==> config.mk <==
export PLATFORM = sky130hd
export DESIGN_NAME = wb_arbiter_2m
export DESIGN_NICKNAME = d
export VERILOG_FILES = /design/src/rtl/wb_arbiter_2m.sv
export SDC_FILE = /design/constraint.sdc
export NUM_CORES = 1
export LEC_CHECK = 0
export BUFFER_PORTS_ARGS = -buffer_cell sky130_fd_sc_hd__buf_2
export CAP_MARGIN = 0
export CORE_MARGIN = 4
export CORE_UTILIZATION = 37
export DETAILED_ROUTE_END_ITERATION = 16
export GPL_TIMING_DRIVEN = 0
export PLACE_DENSITY = 0.8
export SYNTH_ARGS = -nofsm -noshare
export SYNTH_HDL_FRONTEND = slang
export SYNTH_SLANG_ARGS = --single-unit
export TNS_END_PERCENT = 20
==> constraint.sdc <==
create_clock -name clk_i -period 1.85 [get_ports clk_i]
set_input_delay 0.185 -clock clk_i [delete_from_list [all_inputs] [get_ports clk_i]]
set_output_delay 0.185 -clock clk_i [all_outputs]
set_load 0.01 [all_outputs]
==> src/rtl/wb_arbiter_2m.sv <==
// Two-master Wishbone arbiter in front of the slave-decode bus.
// A registered grant routes one master at a time; a per-transaction timeout keeps a hung slave from locking the CPU.
module wb_arbiter_2m #(
  parameter int DATA_WIDTH     = 8,
  parameter int ADDR_WIDTH     = 16,
  parameter int ROUND_ROBIN    = 0,
  parameter int TIMEOUT_CYCLES = 255
) (
  input  logic                  clk_i,
  input  logic                  rst_i,
  input  logic                  m0_stb_i,
  input  logic                  m0_we_i,
  input  logic [ADDR_WIDTH-1:0] m0_adr_i,
  input  logic [DATA_WIDTH-1:0] m0_dat_i,
  output logic                  m0_ack_o,
  output logic                  m0_err_o,
  output logic [DATA_WIDTH-1:0] m0_dat_o,
  input  logic                  m1_stb_i,
  input  logic                  m1_we_i,
  input  logic [ADDR_WIDTH-1:0] m1_adr_i,
  input  logic [DATA_WIDTH-1:0] m1_dat_i,
  output logic                  m1_ack_o,
  output logic                  m1_err_o,
  output logic [DATA_WIDTH-1:0] m1_dat_o,
  output logic                  s_stb_o,
  output logic                  s_we_o,
  output logic [ADDR_WIDTH-1:0] s_adr_o,
  output logic [DATA_WIDTH-1:0] s_dat_o,
  input  logic                  s_ack_i,
  input  logic [DATA_WIDTH-1:0] s_dat_i,
  output logic [1:0]            grant_o,
  output logic                  busy_o
);

  localparam int CNT_W = (TIMEOUT_CYCLES > 0) ? $clog2(TIMEOUT_CYCLES + 1) : 1;
  localparam logic [CNT_W-1:0] LIMIT = CNT_W'(TIMEOUT_CYCLES);
  localparam bit TO_EN = (TIMEOUT_CYCLES != 0);

  typedef enum logic [1:0] {IDLE = 2'd0, GNT0 = 2'd1, GNT1 = 2'd2} state_t;

  state_t           state_q;
  logic [1:0]       grant_q;
  logic             busy_q;
  logic             last_q;   // 0 = m0 was last served, 1 = m1
  logic [CNT_W-1:0] cnt_q;

  logic                  g0, g1;
  logic                  sel_stb, sel_we;
  logic [ADDR_WIDTH-1:0] sel_adr;
  logic [DATA_WIDTH-1:0] sel_dat;
  logic                  to_hit, ack_any;
  logic [DATA_WIDTH-1:0] rdat;

  assign g0 = (state_q == GNT0);
  assign g1 = (state_q == GNT1);

  always_comb begin
    sel_stb = 1'b0;
    sel_we  = 1'b0;
    sel_adr = '0;
    sel_dat = '0;
    if (g0) begin
      sel_stb = m0_stb_i;
      sel_we  = m0_we_i;
      sel_adr = m0_adr_i;
      sel_dat = m0_dat_i;
    end else if (g1) begin
      sel_stb = m1_stb_i;
      sel_we  = m1_we_i;
      sel_adr = m1_adr_i;
      sel_dat = m1_dat_i;
    end
  end

  // A same-cycle ack always beats the timeout; an aborted strobe never times out.
  assign to_hit  = TO_EN && sel_stb && !s_ack_i && (cnt_q == LIMIT);
  assign ack_any = s_ack_i || to_hit;
  assign rdat    = to_hit ? {DATA_WIDTH{1'b1}} : s_dat_i;

  assign s_stb_o = sel_stb && !to_hit;
  assign s_we_o  = sel_we;
  assign s_adr_o = sel_adr;
  assign s_dat_o = sel_dat;

  assign m0_ack_o = g0 && ack_any;
  assign m0_err_o = g0 && to_hit;
  assign m0_dat_o = g0 ? rdat : '0;
  assign m1_ack_o = g1 && ack_any;
  assign m1_err_o = g1 && to_hit;
  assign m1_dat_o = g1 ? rdat : '0;

  assign grant_o = grant_q;
  assign busy_o  = busy_q;

  always_ff @(posedge clk_i) begin
    if (!rst_i) begin
      state_q <= IDLE;
      grant_q <= 2'b00;
      busy_q  <= 1'b0;
      last_q  <= 1'b1;
      cnt_q   <= '0;
    end else begin
      case (state_q)
        IDLE: begin
          cnt_q <= '0;
          if (m0_stb_i && (!m1_stb_i || ROUND_ROBIN == 0 || last_q)) begin
            state_q <= GNT0;
            grant_q <= 2'b01;
            busy_q  <= 1'b1;
          end else if (m1_stb_i) begin
            state_q <= GNT1;
            grant_q <= 2'b10;
            busy_q  <= 1'b1;
          end
        end
        GNT0, GNT1: begin
          if (ack_any) begin
            state_q <= IDLE;
            grant_q <= 2'b00;
            busy_q  <= 1'b0;
            last_q  <= g1;
          end else if (!sel_stb) begin
            state_q <= IDLE;
            grant_q <= 2'b00;
            busy_q  <= 1'b0;
          end else if (TO_EN && cnt_q != LIMIT) begin
            cnt_q <= cnt_q + CNT_W'(1);
          end
        end
        default: begin
          state_q <= IDLE;
          grant_q <= 2'b00;
          busy_q  <= 1'b0;
        end
      endcase
    end
  end

endmodule

==> results.json, run 1 <==
{
  "synth_edf_count": 0,
  "drc_errors": 0,
  "final_common_cell": "buf_2",
  "synth_ff_type": "dfxtp_1",
  "vias": 1781,
  "max_slew_margin_pct": 73.3,
  "diodes": 0,
  "layout_setup_ws_ns": -0.308,
  "row_count": 20,
  "ys_seq_area_share_pct": 18.2,
  "cp-start-kind": "register",
  "worst_pin_slew_ns": 0.400,
  "crit_required_ns": 1.66,
  "start_util_pct": 39.1,
  "die_w_um": 65.2,
  "grt_pass1_vias": 1651,
  "cts_buffers": 3,
  "routed_via_density": 5.02,
  "violations": "setup timing",
  "final_nets": 379,
  "dp_cells": 344,
  "grt_max_degree": 11,
  "crit_slowest_cell": "a2111oi_4",
  "critPathTopFamily": "compound AO/OA/AOI/OAI gates",
  "htreeDepth": 1,
  "rsz0062_at_grt": "yes",
  "io_buffer_count": 111,
  "crit_chain": "inv_4, ha_4, nand3b_4, a2111oi_4, buf_6, nor2_1, nor2b_1, buf_2",
  "hp-class": "input pin to register",
  "clk-insertion-delay-late_ns": 0.28,
  "critPathBufInv": 3,
  "p_leak_nw": 1.02,
  "max-clock-path-buffers": 2,
  "timing.critical_path.arrival_ns": 1.97,
  "dp_hpwl_mm": 3.71,
  "num_io_pins": 112,
  "grtUsageTotal_pct": 21.7,
  "syn_nets": 256,
  "coreArea_um2": 3100,
  "cts_sinks": 11,
  "antenna_found_initial": 0,
  "finClkSkew_ns": 0.000383,
  "place_area_um2": 1830,
  "antenna_left": 0,
  "finalCriticalPeriod_ns": 2.16,
  "synth_cells": 189,
  "routed_wl_mm": 4.89,
  "finalHoldViolations": 0,
  "synth_cell_types": 37,
  "clockPowerShare_pct": 21.2,
  "cp_max_fo": 5,
  "wire_per_inst_um": 13.8,
  "postLayoutCellArea_um2": 2100,
  "post-place-ws_ns": -0.140,
  "ys_ff_latch": 11,
  "slew_viol_final": 0,
  "syn_avg_cell_area_um2": 6.41,
  "seq_power_share_pct": 30.4,
  "path_class": "register to output pin",
  "cts_root_buf": "clkbuf_4",
  "p_int_mw": 0.523,
  "cpPeakStageDelay_ns": 0.45,
  "path_clk_slew_ns": 0.07,
  "synth.yosys.warnings": 0,
  "cap_viol_max_count": 0,
  "timing.fmax_mhz": 463,
  "overflow": 0,
  "area_delta_synth_final_pct": 73.5,
  "fin_crit_sh_pct": 117,
  "synthesis.area_um2": 1210,
  "first_pass_iters": 5,
  "ir_worst_vdd_mv": 0.246,
  "die_area_um2": 4260,
  "synth-async-reset-ratio_pct": 0,
  "final_cell_mix": "111 x buf_2, 48 x nand2_1, 20 x nor2b_1",
  "final_cells": 355,
  "fin_util_pct": 67.8,
  "p_switching_mw": 0.297,
  "layout-drive-gt1-share_pct": 51.1,
  "powerDensity_nw_per_um2": 390,
  "gp_congestion": 0.819,
  "endpoint_kind": "output pin",
  "run_status": "finished, violations left",
  "initialDrtViolationCount": 110,
  "setup_viol": 22,
  "pwr-share-comb_pct": 48.3,
  "cts_tree": "yes",
  "die_h_um": 65.2,
  "p_sw_share_pct": 36.2,
  "postCtsHoldBufs": 0,
  "grt_pass1_wl_mm": 7.64
}
-- final timing paths --
path / from / slack [ns] / cells after the start / to
min: rst_i / 0.20 / 2 / busy_o
min reg2reg: cnt_q[3] / 0.52 / 2 / cnt_q[3]
max reg2reg: grant_o[1] / 0 / 8 / cnt_q[0]
max: grant_o[1] / -0.31 / 8 / m1_dat_o[5]
-- sequential cells by signal, summed over array words and instances, names as in the netlist --
| register | flops |
|---|---|
| busy_o | 1 |
| cnt_q | 8 |
| grant_o | 2 |
-- stage by stage --
step	power (mW)	hold slack, ns	TNS [ns]
global placement	0.583	0.480	-1.94
detailed placement	0.588	0.486	-2.81
CTS	0.803	0.199	-4.50
global route	0.872	0.197	-8.05
floorplan	0.425	0.332	0
finish	0.821	0.199	-5.34
-- layer usage --
layer,share of wire (%),global-route usage [%],up-vias
li1,-,-,894
met3,10,5.64,15
met5,0,0,-
met1,36,23.2,786
met2,51,41.0,86
met4,2.6,6.99,0
-- area by class of cell --
| cell class | instances | area, µm² |
|---|---|---|
| fill | 280 | 1000 |
| timing repair buffer | 118 | 608 |
| multi-input combinational | 163 | 1050 |
| tap | 44 | 55.1 |
| clock buffer | 4 | 26.3 |
| sequential | 11 | 229 |
| buffer | 12 | 120 |
| inverter | 3 | 16.3 |
-- synth_stat cells (all sizes together), types with 2 or more instances --
cell type | number | area (µm²)
a211oi | 2 | 15.0
a21boi | 3 | 26.3
a21oi | 5 | 25.0
a22o | 3 | 26.3
and2 | 4 | 25.0
and3 | 3 | 18.8
buf | 3 | 17.5
clkbuf | 9 | 33.8
dfxtp | 11 | 220
ha | 4 | 50.1
inv | 3 | 11.3
nand2 | 49 | 184
nand2b | 2 | 12.5
nand3 | 9 | 45.0
nand3b | 2 | 27.5
nand4 | 2 | 12.5
nor2 | 12 | 47.6
nor2b | 21 | 131
o211ai | 3 | 22.5
o21ai | 24 | 120
o31ai | 2 | 15.0
or4 | 2 | 15.0
-- power groups by stage --
stage	sequential (mW)	combinational [mW]	clock (mW)
3_5_place_dp	0.253	0.335	0
6_report	0.250	0.397	0.174
3_3_place_gp	0.253	0.331	0
2_1_floorplan	0.255	0.170	0
5_1_grt	0.251	0.435	0.187
4_1_cts	0.249	0.382	0.172
-- repair_timing --
item	CTS	global route
gates resized for setup	35	32
buffers inserted	6	0
gates cloned	1	0
endpoints found under the setup margin	48	53
pin swaps	6	6
-- logic make-up after synthesis --
kind of cell	Yosys count	synth area share [%]
flip-flops	11	18.2
AND/OR/NAND/NOR	109	44.4
adder cells (fa/ha/maj)	4	4.13
buffers and inverters	15	5.16
AO/OA/AOI/OAI	49	27.3
multiplexers	1	0.826
Note: power is estimated with default switching activity, not from simulation.
==> run 2, diff against run 1 <==
- CELL_PAD_IN_SITES_DETAIL_PLACEMENT: default -> 1
- CELL_PAD_IN_SITES_GLOBAL_PLACEMENT: default -> 2
- CORE_UTILIZATION: 37 -> 16
- PLACE_DENSITY: 0.8 -> default
- PLACE_DENSITY_LB_ADDON: default -> 0.1
==> results.json, run 2 (synthesized netlist as in run 1, its figures left out) <==
{
  "initialDrtViolationCount": 30,
  "setup_viol": 22,
  "critPathBufInv": 3,
  "p_leak_nw": 1.02,
  "cts_tree": "yes",
  "rrSetupSlack_ns": 0,
  "powerDensity_nw_per_um2": 410,
  "start_util_pct": 16.6,
  "final_common_cell": "buf_2",
  "layout-drive-gt1-share_pct": 50.2,
  "path_clk_slew_ns": 0.05,
  "die_area_um2": 9030,
  "timing.critical_path.arrival_ns": 1.89,
  "wl_met3_um": 383,
  "routed_wl_mm": 6.03,
  "finalCriticalPeriod_ns": 2.08,
  "timing.fmax_mhz": 482,
  "num_io_pins": 112,
  "die_h_um": 95.1,
  "worst_pin_slew_ns": 0.404,
  "coreArea_um2": 7290,
  "regMostFlops": "cnt_q",
  "cpPeakStageDelay_ns": 0.43,
  "overflow": 0,
  "grt_pass1_wl_mm": 9.27,
  "finalHoldViolations": 0,
  "wl_met1_mm": 2.48,
  "crit_slowest_cell": "a2111oi_4",
  "run_status": "finished, violations left",
  "crit_start": "grant_o[1]",
  "cts_sinks": 11,
  "post-place-ws_ns": -0.269,
  "drc_errors": 0,
  "largest_register_ffs": 8,
  "cp-start-kind": "register",
  "crit_required_ns": 1.66,
  "final_cell_mix": "111 x buf_2, 48 x nand2_1, 24 x o21ai_0",
  "fin_crit_sh_pct": 112,
  "crit-reg2reg-launch": "grant_o[1]",
  "row_count": 31,
  "antenna_left": 0,
  "multi_input_area_um2": 1040,
  "hold_start": "rst_i",
  "fin_hold_ws_ns": 0.239,
  "violations": "setup timing",
  "grt_max_degree": 11,
  "io_buffer_count": 111,
  "ff_latch_area_um2": 229,
  "finClkSkew_ns": 0.00109,
  "crit_chain": "inv_2, ha_4, nand3b_4, a2111oi_4, buf_6, nor2_2, nor2b_1, buf_2",
  "cp_max_fo": 5,
  "cts_root_buf": "clkbuf_8",
  "grtUsageTotal_pct": 12.8,
  "dp_hpwl_mm": 4.81,
  "ir_worst_vdd_mv": 0.236,
  "seq_power_share_pct": 28.2,
  "area_delta_synth_final_pct": 78.2,
  "p_sw_share_pct": 34.7,
  "rsz0062_at_grt": "yes",
  "first_pass_iters": 4,
  "place_area_um2": 1900,
  "p_switching_mw": 0.308,
  "final_nets": 381,
  "critPathTopFamily": "compound AO/OA/AOI/OAI gates",
  "routed-wl-met2_mm": 3.14,
  "layout_setup_ws_ns": -0.226,
  "pwr-share-comb_pct": 43.7,
  "path_class": "register to output pin",
  "wire_per_inst_um": 14.6,
  "die_w_um": 95.1,
  "max_slew_margin_pct": 73.1,
  "htreeDepth": 1,
  "p_int_mw": 0.578,
  "slew_viol_final": 0,
  "fin_tns_setup_ns": -3.98,
  "hp-class": "input pin to register",
  "routed_via_density": 4.36,
  "gp_congestion": 0.679,
  "postLayoutCellArea_um2": 2160,
  "cts_buffers": 3,
  "diodes": 0,
  "vias": 1795,
  "endpoint_kind": "output pin",
  "cap_viol_max_count": 0,
  "highest_layer": "met4",
  "antenna_found_initial": 0,
  "grt_pass1_vias": 1795,
  "max-clock-path-buffers": 2,
  "clk-insertion-delay-late_ns": 0.24,
  "fill_cells": 949,
  "clockPowerShare_pct": 28.1
}
==> run 2: power by group through the flow <==
stage | logic [mW] | clock network, mW | registers (mW)
after floorplan | 0.170 | 0 | 0.255
after global placement | 0.353 | 0 | 0.254
after detailed placement | 0.352 | 0 | 0.254
after CTS | 0.386 | 0.256 | 0.251
after global routing | 0.432 | 0.267 | 0.251
final | 0.387 | 0.249 | 0.250
==> run 2: final timing paths <==
check | end | cells past startpoint
worst max-delay path | m1_dat_o[5] | 8
worst min-delay path | busy_o | 2
worst max register to register | cnt_q[0] | 9
worst min register to register | cnt_q[5] | 2
==> run 2: final cells by class <==
type,count,share of cell area (%)
Buffer,11,3.42
Tap cell,99,5.73
Multi-Input combinational cell,163,48.1
Inverter,3,0.637
Timing Repair Buffer,121,29.5
Sequential cell,11,10.6
Clock buffer,4,2.08
==> run 2: per-stage QoR <==
step                std cells  total power, mW  utilization [%]
finish                    412            0.886             29.6
global route              412            0.951             29.6
CTS                       410            0.893             28.8
detailed placement        399            0.606             26.0
global placement          399            0.607             26.0
floorplan                 189            0.425                -
==> run 2: layer usage <==
metal	up-vias	track usage, %
met4	0	1.08
li1	901	-
met2	68	24.7
met1	824	14.8
met5	-	0
met3	2	2.76
==> run 2: what timing repair did <==
| action | 4_1_cts | 5_1_grt |
|---|---|---|
| endpoints found under the setup margin | 50 | 56 |
| cloned | 1 | 0 |
| hold buffers | 0 | 0 |
| buffers inserted | 6 | 3 |
| gates resized for setup | 33 | 13 |
| pin swaps | 7 | 3 |
